==> src/rtl/axis_input_slice_pkg.sv <==
// Shared types for the conv-engine input slice: opaque tuser layout and the
// observable slice occupancy states.
package axis_input_slice_pkg;

    typedef struct packed {
        logic [7:0] layer_cfg;
        logic [3:0] kernel_id;
        logic [1:0] mode;
        logic       start_frame;
        logic       end_row;
    } tuser_st;

    localparam int unsigned TUSER_ST_WIDTH = $bits(tuser_st);

    // Encoding matches {main_valid, skid_valid}; 2'b01 is unreachable.
    typedef enum logic [1:0] {
        EMPTY = 2'b00,
        ONE   = 2'b10,
        FULL  = 2'b11
    } slice_state_t;

    function automatic int unsigned payload_width(
        input int unsigned rows,
        input int unsigned cols,
        input int unsigned word_width,
        input int unsigned tuser_width
    );
        return word_width * (rows + cols) + tuser_width + 1;
    endfunction

endpackage

==> src/rtl/axis_input_slice_if.sv <==
// Joined pixel/weight AXI-Stream beat: one valid/ready pair shared by both
// data vectors plus tlast and tuser.
interface axis_input_slice_if
    import axis_input_slice_pkg::*;
#(
    parameter int unsigned ROWS        = 8,
    parameter int unsigned COLS        = 24,
    parameter int unsigned WORD_WIDTH  = 8,
    parameter int unsigned TUSER_WIDTH = TUSER_ST_WIDTH
);

    logic                         tvalid;
    logic                         tready;
    logic                         tlast;
    logic [TUSER_WIDTH-1:0]       tuser;
    logic [WORD_WIDTH*ROWS-1:0]   pixels_tdata;
    logic [WORD_WIDTH*COLS-1:0]   weights_tdata;

    modport master (
        output tvalid,
        output tlast,
        output tuser,
        output pixels_tdata,
        output weights_tdata,
        input  tready
    );

    modport slave (
        input  tvalid,
        input  tlast,
        input  tuser,
        input  pixels_tdata,
        input  weights_tdata,
        output tready
    );

endinterface

==> src/rtl/axis_skid_reg.sv <==
// Generic two-entry register slice: registered valid, data and ready, full
// throughput, strict FIFO order.
module axis_skid_reg
    import axis_input_slice_pkg::*;
#(
    parameter int unsigned WIDTH = 8
) (
    input  logic             clk,
    input  logic             rst_n,
    input  logic             in_valid,
    output logic             in_ready,
    input  logic [WIDTH-1:0] in_data,
    output logic             out_valid,
    input  logic             out_ready,
    output logic [WIDTH-1:0] out_data
);

    logic             main_valid_q, main_valid_d;
    logic             skid_valid_q, skid_valid_d;
    logic             ready_q;
    logic [WIDTH-1:0] main_data_q;
    logic [WIDTH-1:0] skid_data_q;

    logic         in_hs;
    logic         out_hs;
    logic         main_load_in;
    logic         main_load_skid;
    logic         skid_load;
    slice_state_t state;

    assign state  = slice_state_t'({main_valid_q, skid_valid_q});
    assign in_hs  = in_valid & ready_q;
    assign out_hs = main_valid_q & out_ready;

    always_comb begin
        main_valid_d   = main_valid_q;
        skid_valid_d   = skid_valid_q;
        main_load_in   = 1'b0;
        main_load_skid = 1'b0;
        skid_load      = 1'b0;
        case (state)
            EMPTY: begin
                if (in_hs) begin
                    main_valid_d = 1'b1;
                    main_load_in = 1'b1;
                end
            end
            ONE: begin
                if (in_hs && out_hs) begin
                    main_load_in = 1'b1;
                end else if (in_hs) begin
                    skid_valid_d = 1'b1;
                    skid_load    = 1'b1;
                end else if (out_hs) begin
                    main_valid_d = 1'b0;
                end
            end
            FULL: begin
                // ready is low here, so no input can arrive this cycle
                if (out_hs) begin
                    skid_valid_d   = 1'b0;
                    main_load_skid = 1'b1;
                end
            end
            default: begin
                main_valid_d = 1'b0;
                skid_valid_d = 1'b0;
            end
        endcase
    end

    // Ready is a pure register of next-cycle skid occupancy; it stays low
    // through reset and rises on the first edge after release.
    always_ff @(posedge clk or negedge rst_n) begin
        if (!rst_n) begin
            main_valid_q <= 1'b0;
            skid_valid_q <= 1'b0;
            ready_q      <= 1'b0;
        end else begin
            main_valid_q <= main_valid_d;
            skid_valid_q <= skid_valid_d;
            ready_q      <= ~skid_valid_d;
        end
    end

    always_ff @(posedge clk) begin
        if (main_load_in) begin
            main_data_q <= in_data;
        end else if (main_load_skid) begin
            main_data_q <= skid_data_q;
        end
        if (skid_load) begin
            skid_data_q <= in_data;
        end
    end

    assign in_ready  = ready_q;
    assign out_valid = main_valid_q;
    assign out_data  = main_data_q;

endmodule

==> src/rtl/axis_input_slice.sv <==
// Register slice between the pixel/weight sync stage and the conv engine,
// with output tuser/tlast masking and debug beat/packet counters.
module axis_input_slice
    import axis_input_slice_pkg::*;
#(
    parameter int unsigned ROWS        = 8,
    parameter int unsigned COLS        = 24,
    parameter int unsigned WORD_WIDTH  = 8,
    parameter int unsigned TUSER_WIDTH = TUSER_ST_WIDTH,
    parameter int unsigned CNT_WIDTH   = 32
) (
    input  logic                 aclk,
    input  logic                 aresetn,
    axis_input_slice_if.slave    s_axis,
    axis_input_slice_if.master   m_axis,
    output logic [CNT_WIDTH-1:0] beat_count,
    output logic [CNT_WIDTH-1:0] packet_count
);

    localparam int unsigned PAYLOAD_WIDTH = payload_width(ROWS, COLS, WORD_WIDTH, TUSER_WIDTH);

    logic [PAYLOAD_WIDTH-1:0]   in_payload;
    logic [PAYLOAD_WIDTH-1:0]   out_payload;
    logic                       out_valid;
    logic                       out_hs;
    logic [WORD_WIDTH*ROWS-1:0] out_pixels;
    logic [WORD_WIDTH*COLS-1:0] out_weights;
    logic                       out_tlast;
    logic [TUSER_WIDTH-1:0]     out_tuser;

    logic [CNT_WIDTH-1:0] beat_count_q;
    logic [CNT_WIDTH-1:0] packet_count_q;

    assign in_payload = {s_axis.pixels_tdata, s_axis.weights_tdata, s_axis.tlast, s_axis.tuser};

    axis_skid_reg #(
        .WIDTH (PAYLOAD_WIDTH)
    ) u_skid (
        .clk       (aclk),
        .rst_n     (aresetn),
        .in_valid  (s_axis.tvalid),
        .in_ready  (s_axis.tready),
        .in_data   (in_payload),
        .out_valid (out_valid),
        .out_ready (m_axis.tready),
        .out_data  (out_payload)
    );

    assign {out_pixels, out_weights, out_tlast, out_tuser} = out_payload;

    // Payload registers are not reset, so sideband is masked while invalid.
    assign m_axis.tvalid        = out_valid;
    assign m_axis.tlast         = out_valid & out_tlast;
    assign m_axis.tuser         = out_valid ? out_tuser : '0;
    assign m_axis.pixels_tdata  = out_pixels;
    assign m_axis.weights_tdata = out_weights;

    assign out_hs = out_valid & m_axis.tready;

    always_ff @(posedge aclk or negedge aresetn) begin
        if (!aresetn) begin
            beat_count_q   <= '0;
            packet_count_q <= '0;
        end else if (out_hs) begin
            beat_count_q <= beat_count_q + CNT_WIDTH'(1);
            if (out_tlast) begin
                packet_count_q <= packet_count_q + CNT_WIDTH'(1);
            end
        end
    end

    assign beat_count   = beat_count_q;
    assign packet_count = packet_count_q;

endmodule

==> src/flat_wrapper.sv <==
// flat-port wrapper written by rule: the top's interface ports become plain ports
module axis_input_slice_flat import axis_input_slice_pkg::*;
#(
    parameter int unsigned ROWS        = 8,
    parameter int unsigned COLS        = 24,
    parameter int unsigned WORD_WIDTH  = 8,
    parameter int unsigned TUSER_WIDTH = TUSER_ST_WIDTH,
    parameter int unsigned CNT_WIDTH   = 32
)
  (aclk, aresetn, beat_count, packet_count, s_axis_tvalid, s_axis_tlast, s_axis_tuser, s_axis_pixels_tdata, s_axis_weights_tdata, s_axis_tready, m_axis_tvalid, m_axis_tlast, m_axis_tuser, m_axis_pixels_tdata, m_axis_weights_tdata, m_axis_tready);
  axis_input_slice_if #(.ROWS(ROWS), .COLS(COLS), .WORD_WIDTH(WORD_WIDTH), .TUSER_WIDTH(TUSER_WIDTH)) s_axis_i ();
  axis_input_slice_if #(.ROWS(ROWS), .COLS(COLS), .WORD_WIDTH(WORD_WIDTH), .TUSER_WIDTH(TUSER_WIDTH)) m_axis_i ();
  input  logic aclk;
  input  logic aresetn;
  output logic [CNT_WIDTH-1:0] beat_count;
  output logic [CNT_WIDTH-1:0] packet_count;
  input wire logic [$bits(s_axis_i.tvalid)-1:0] s_axis_tvalid;
  input wire logic [$bits(s_axis_i.tlast)-1:0] s_axis_tlast;
  input wire logic [$bits(s_axis_i.tuser)-1:0] s_axis_tuser;
  input wire logic [$bits(s_axis_i.pixels_tdata)-1:0] s_axis_pixels_tdata;
  input wire logic [$bits(s_axis_i.weights_tdata)-1:0] s_axis_weights_tdata;
  output wire logic [$bits(s_axis_i.tready)-1:0] s_axis_tready;
  output wire logic [$bits(m_axis_i.tvalid)-1:0] m_axis_tvalid;
  output wire logic [$bits(m_axis_i.tlast)-1:0] m_axis_tlast;
  output wire logic [$bits(m_axis_i.tuser)-1:0] m_axis_tuser;
  output wire logic [$bits(m_axis_i.pixels_tdata)-1:0] m_axis_pixels_tdata;
  output wire logic [$bits(m_axis_i.weights_tdata)-1:0] m_axis_weights_tdata;
  input wire logic [$bits(m_axis_i.tready)-1:0] m_axis_tready;
  assign s_axis_i.tvalid = s_axis_tvalid;
  assign s_axis_i.tlast = s_axis_tlast;
  assign s_axis_i.tuser = s_axis_tuser;
  assign s_axis_i.pixels_tdata = s_axis_pixels_tdata;
  assign s_axis_i.weights_tdata = s_axis_weights_tdata;
  assign s_axis_tready = s_axis_i.tready;
  assign m_axis_tvalid = m_axis_i.tvalid;
  assign m_axis_tlast = m_axis_i.tlast;
  assign m_axis_tuser = m_axis_i.tuser;
  assign m_axis_pixels_tdata = m_axis_i.pixels_tdata;
  assign m_axis_weights_tdata = m_axis_i.weights_tdata;
  assign m_axis_i.tready = m_axis_tready;
  axis_input_slice #(.ROWS(ROWS), .COLS(COLS), .WORD_WIDTH(WORD_WIDTH), .TUSER_WIDTH(TUSER_WIDTH), .CNT_WIDTH(CNT_WIDTH)) u_core (.aclk(aclk), .aresetn(aresetn), .s_axis(s_axis_i), .m_axis(m_axis_i), .beat_count(beat_count), .packet_count(packet_count));
endmodule
==> config.mk <==
export PLATFORM = sky130hd
export DESIGN_NAME = axis_input_slice_flat
export DESIGN_NICKNAME = d
export VERILOG_FILES = /design/src/rtl/axis_input_slice_pkg.sv /design/src/rtl/axis_input_slice_if.sv /design/src/rtl/axis_skid_reg.sv /design/src/rtl/axis_input_slice.sv /design/src/flat_wrapper.sv
export SDC_FILE = /design/constraint.sdc
export NUM_CORES = 1
export LEC_CHECK = 0
export BUFFER_PORTS_ARGS = -buffer_cell sky130_fd_sc_hd__buf_2
export CORE_AREA = 5 5 234 236
export CTS_CLUSTER_DIAMETER = 30
export DETAILED_ROUTE_END_ITERATION = 8
export DIE_AREA = 0 0 239 241
export GPL_ROUTABILITY_DRIVEN = 0
export PLACE_DENSITY = 0.72
export SYNTH_ARGS = -nofsm -noshare
export SYNTH_HDL_FRONTEND = slang
export SYNTH_SLANG_ARGS = --single-unit
==> constraint.sdc <==
create_clock -name aclk -period 34.7 [get_ports aclk]
set_input_delay 0 -clock aclk [delete_from_list [all_inputs] [get_ports aclk]]
set_output_delay 0 -clock aclk [all_outputs]
set_load 0.05 [all_outputs]
# After elaboration in Yosys (flattened, before gate mapping)
# Cells that the tools add are included.
[op_classes] add_sub_neg=2 eq_ne=6 muxes=19 bitwise_logic=5 reduce_logical=5
[op_table] operator="$mux W273" count=2
[op_table] operator="$add A32 B1 Y32 const B" count=2
[op_table] operator="$mux W16" count=1
[op_table] operator="$mux W1" count=13
[op_table] operator="$ne A2 B2 Y1 const B" count=4
[op_table] operator="$pmux W1 S3" count=2
[op_table] operator="$reduce_and A5 Y1" count=1
[op_table] operator="$eq A2 B2 Y1 const B" count=2
[op_table] operator="$and A1 B1 Y1" count=3
[op_table] operator="$logic_not A2 Y1" count=1
[op_table] operator="$not A1 Y1" count=2
[op_table] operator="$pmux W1 S2" count=1
[op_table] operator="$reduce_and A2 Y1" count=1
[op_table] operator="$reduce_bool A2 Y1" count=1
[op_table] operator="$logic_and A1 B1 Y1" count=1
[totals] reg_bits=613 in_bits=277 out_inout_bits=339 elab_cells=44

# Longest topological paths before layout
[depth] word_depth=5 mapped_depth=7 mapped_depth_nobuf=6

# Modules after synthesis
# Synthesis repeated with hierarchy kept, for this count alone.
[unflattened] cells_unflattened=1148 area_unflattened_um2=24433.4
[modules_own_cells] mod="axis_skid_reg" n_inst=1 cells_each=865 area_each_um2=21256.6 seq_area_each_um2=16470.8
[modules_own_cells] mod="axis_input_slice" n_inst=1 cells_each=283 area_each_um2=3176.8 seq_area_each_um2=1601.5

# Worst setup path before layout
# No wires, ideal clock.
[synth_path] path_type="reg-to-reg" startpoint="reg u_core.u_skid.main_valid_q, in the netlist u_core.u_skid.out_valid" endpoint="reg u_core.u_skid.skid_data_q[0], enable pin" setup_time_ns=0.914 t_arrival_ns=12.497 t_required_ns=33.786 path_slack_ns=21.290 stages_incl_launch_ff=5 path_buffers=2 period_less_slack_ns=13.410 path_cell_list="dfrtp_1 > buf_2 > clkbuf_1 > nand2_1 > nor2_1"
[synth_via] elab_chain_cells=4 word_cells_on_any_way=5 cone_classes="eq/ne (1); mux (2); bitwise (1); reduce/logical (1)"
[synth_lines] item="start: declaration" line="axis_skid_reg.sv:18" rtl="logic main_valid_q, main_valid_d;"
[synth_lines] item="start signal: assignment" line="axis_skid_reg.sv:80" rtl="main_valid_q <= main_valid_d;"
[synth_lines] item="$and A1 B1 Y1" line="axis_skid_reg.sv:33" rtl="assign out_hs = main_valid_q & out_ready;"
[synth_lines] item="$logic_and A1 B1 Y1" line="axis_skid_reg.sv:49" rtl="if (in_hs && out_hs) begin"
[synth_lines] item="$mux W1" line="axis_skid_reg.sv:49"
[synth_lines] item="$mux W1 *" line="axis_skid_reg.sv:41" rtl="case (state)"
[synth_lines] item="named net u_core.u_skid.skid_load" line="axis_skid_reg.sv:28" rtl="logic skid_load;"
[synth_lines] item="end signal: assignment" line="axis_skid_reg.sv:93" rtl="skid_data_q <= in_data;"
[synth_lines] item="end: declaration" line="axis_skid_reg.sv:22" rtl="logic [WIDTH-1:0] skid_data_q;"
# The timed path passes the listed nets; every way through them passes the cells marked *.
# A chain may end at the register's enable or synchronous reset.

# Worst setup path in the final report
[layout_path] startpoint="reg u_core.u_skid.main_valid_q, in the netlist u_core.u_skid.out_valid" endpoint="reg u_core.u_skid.main_data_q[93], in the netlist u_core.u_skid.out_data[93] (data pin)"
[layout_via] elab_chain_cells=5 word_cells_on_any_way=7 cone_classes="eq/ne (1); mux (3); bitwise (1); reduce/logical (2)"
[layout_lines] item="$and A1 B1 Y1" line="axis_skid_reg.sv:33"
[layout_lines] item="$logic_and A1 B1 Y1" line="axis_skid_reg.sv:49"
[layout_lines] item="$mux W1" line="axis_skid_reg.sv:49"
[layout_lines] item="$pmux W1 S2 *" line="axis_skid_reg.sv:41"
[layout_lines] item="$mux W273 *" line="axis_skid_reg.sv:87" rtl="if (main_load_in) begin"
[layout_lines] item="end signal: assignment" line="axis_skid_reg.sv:88" rtl="main_data_q <= in_data;"
[layout_lines] item="end signal: assignment" line="axis_skid_reg.sv:90" rtl="main_data_q <= skid_data_q;"
[layout_lines] item="end: declaration" line="axis_skid_reg.sv:21" rtl="logic [WIDTH-1:0] main_data_q;"
# Mark *: on every way between the ends. The rest lies on a longest branch, timed or not.

==> flow_summary.toml <==
[status]
status = "finished, final reports clean"

[synth]
yosysUniqueCellTypes = 34
synth_enable_flop_cells = 546
yosysSeqAreaShare = 0.731
ys_seq_elements = 613
ys.warnings.count = 0
synthArstFlopShare = 0.109
synth_top_cell_by_area = "edfxtp_1"
synth_top_area_frac = 0.663
syn_inst = 1391
synth.area.top_cells = "edfxtp_1 (66%), mux2_2 (13%), buf_4 (8.6%), dfrtp_1 (6.8%), xnor2_1 (1.6%)"
avgSynthCellArea_um2 = 17.8
syn_area_um2 = 24700
synth_most_common_cell = "edfxtp_1"
synth_nets = 1670
synth_common_cells = "edfxtp_1 (546), buf_4 (282), mux2_2 (275)"
synthFlopType = "edfxtp_1"

[final_layout]
final_util = 0.639
num-nets-final = 2396
drive_gt1_frac = 0.500
synthToLayoutAreaGrowth_pct = 35.0
fin_cells = 2907
final_area_um2 = 33400

[drt]
wl_per_cell_um = 22.4
final_antenna_net_count = 0
drtIter0Drc = 970
dr_total_vias = 14573
vias_per_cell = 5.01
drt-total-wl_mm = 65.2
first_pass_iters = 5
drt_drc_violations_left = 0

[timing]
max_freq_mhz = 242
slew_violations = 0
setup_ws_ps = 30560
rsz0062_at_grt = "false"
layout_min_cycle_time_ps = 4140
period_share = 0.119
slew_headroom = 0.268
fin_skew_ps = 33.7
finalSetupTns_ps = 0
worst_hold_slack_ps = 95.0
setup_violations = 0
hold_viol_final = 0
worstMarginPinSlew_ps = 1100

[critical_path]
endpoint_kind = "flip-flop"
required_ps = 35070
cp-start-kind = "flip-flop"
cpMaxStageDelayCell = "buf_4"
cpMostUsedCell = "buf_4"
crit_chain = "a21oi_4, buf_4, buf_4, buf_4, mux2_2"
crit_type = "flip-flop to flip-flop"
critPathArrivalTime_ps = 4510
slowest_delay_ps = 860
cp_max_fo = 73

[floorplan]
initial_core_util = 0.473
dieArea_um2 = 57600
die_w_um = 239
core_um2 = 52200
num_rows = 84
ioPinCount = 616
die_y_um = 241

[place]
dp_cells = 2416
dp_hpwl_mm = 38.8
io_buffers = 615
place_ws_ps = 30450
placed_cell_area_um2 = 26600

[clocking]
cts-root-buf = "clkbuf_16"
cts_tree = "done"
htreeDepth = 3
cts_buffer_depth = 3
cts.sinks = 613
postCtsSetupRepairBufs = 0
cts_buffers = 110
path_clk_slew_ps = 60
clk_latency_ps = 640

[global_route]
met2_usage = 0.381
grt_pass1_vias = 15863
track_usage = 0.218
grt_busiest_layer = "met2"
grt.met3_usage = 0.0728
antenna_found_initial = 6
grt_pass1_wl_mm = 96.1
grt.overflow.total = 0
use_met1 = 0.248
grt_start_max_net_pins = 80

[flow_run]
maxCapViolations = 0

[min_path]
hold_path_class = "primary input to flip-flop"

[pwr]
totalPowerFinal_mw = 2.43
ir_drop_uv = 48.4
leakage_nw = 13.2
power.density_nw_per_um2 = 72.9
[state kept, by name (all words and copies together) (netlist names)]
name / cells
u_core.u_skid.skid_valid_q: 1
u_core.u_skid.in_ready: 1
u_core.packet_count: 32
u_core.beat_count: 32
u_core.u_skid.skid_data_q: 273
u_core.u_skid.out_data: 273
u_core.u_skid.out_valid: 1
[path summary, 6_finish.rpt]
| check | slack [ps] | from | cells past startpoint | end |
|---|---|---|---|---|
| worst min register to register | 480 | u_core.packet_count[31] | 1 | u_core.packet_count[31] |
| worst max register to register | 30560 | u_core.u_skid.out_valid | 5 | u_core.u_skid.out_data[93] |
| worst min-delay path | 90 | s_axis_weights_tdata[27] | 2 | u_core.u_skid.skid_data_q[44] |
| min in group asynchronous | 120 | aresetn | 3 | u_core.beat_count[21] |
| max in group asynchronous | 34020 | aresetn | 3 | u_core.beat_count[12] |
| worst max-delay path | 30560 | u_core.u_skid.out_valid | 5 | u_core.u_skid.out_data[93] |
[cell type report]
cell class	instances	area [um2]
antenna	6	15.0
clock buffer	122	2850
clock inverter	86	1130
fill	3400	18800
inverter	7	26.3
multi-input combinational	481	4510
sequential	613	18100
tap	688	861
timing repair buffer	904	5940
[cells in the final DEF (no fill, tap or decap), types with 2 or more instances in the layout]
master | Yosys | routed
nand4_2 | 2 | 2
nor2_1 | 21 | 20
nor4_1 | 3 | 3
dlygate4sd3_1 | 0 | 277
inv_1 | 7 | 7
clkinvlp_4 | 0 | 14
mux2_2 | 275 | 275
buf_4 | 282 | 12
xnor2_1 | 45 | 45
and4_1 | 3 | 3
diode_2 | 0 | 6
clkinv_16 | 0 | 2
clkinv_1 | 0 | 8
edfxtp_1 | 546 | 546
nor3_1 | 3 | 3
xor2_1 | 17 | 17
clkinv_4 | 0 | 14
bufinv_16 | 0 | 19
nor4_2 | 2 | 2
clkbuf_1 | 2 | 9
and3_1 | 6 | 6
clkbuf_16 | 0 | 112
nand4_1 | 21 | 21
clkinv_2 | 0 | 12
inv_8 | 0 | 6
clkinv_8 | 0 | 2
inv_6 | 0 | 9
buf_2 | 6 | 615
nand2_1 | 30 | 30
ha_1 | 2 | 2
and2_1 | 19 | 19
dfrtp_1 | 67 | 67
or2_2 | 2 | 2
nand3_1 | 17 | 17
[routing by layer]
metal | wire length, um | up-vias | share of wire
met3 | 5610 | 150 | 0.086
met1 | 23100 | 7288 | 0.35
met2 | 34000 | 715 | 0.52
met5 | 0 | - | 0
li1 | - | 6420 | -
met4 | 2480 | 0 | 0.038
[repair_timing]
item	in CTS	in global routing
hold endpoints to repair	645	0
hold buffers	277	0
resized for setup	0	0
[worst max-delay path, delay by kind of cell (launching register included)]
family	cells	cell delay, ps
mux	1	440
flops	1	690
buf+inv	3	2410
compound gates	1	270
[power breakdown]
group	switching [mW]	internal, mW
Clock	0.395	0.743
Sequential	0.0301	0.889
Combinational	0.267	0.109
[kinds of logic (layout without fill, tap and decap cells)]
family	Yosys count	after routing	synth area share
and+or+nand+nor	138	138	0.0320
buffers and inverters	297	1119	0.0882
AOI/OAI and AO/OA	4	4	0.000911
adders and majority gates	2	2	0.00101
xor gates and xnor gates	62	62	0.0220
DFF	613	613	0.731
other	0	6	0
muxes	275	275	0.125
No activity file was read; power rests on OpenSTA's default activity.
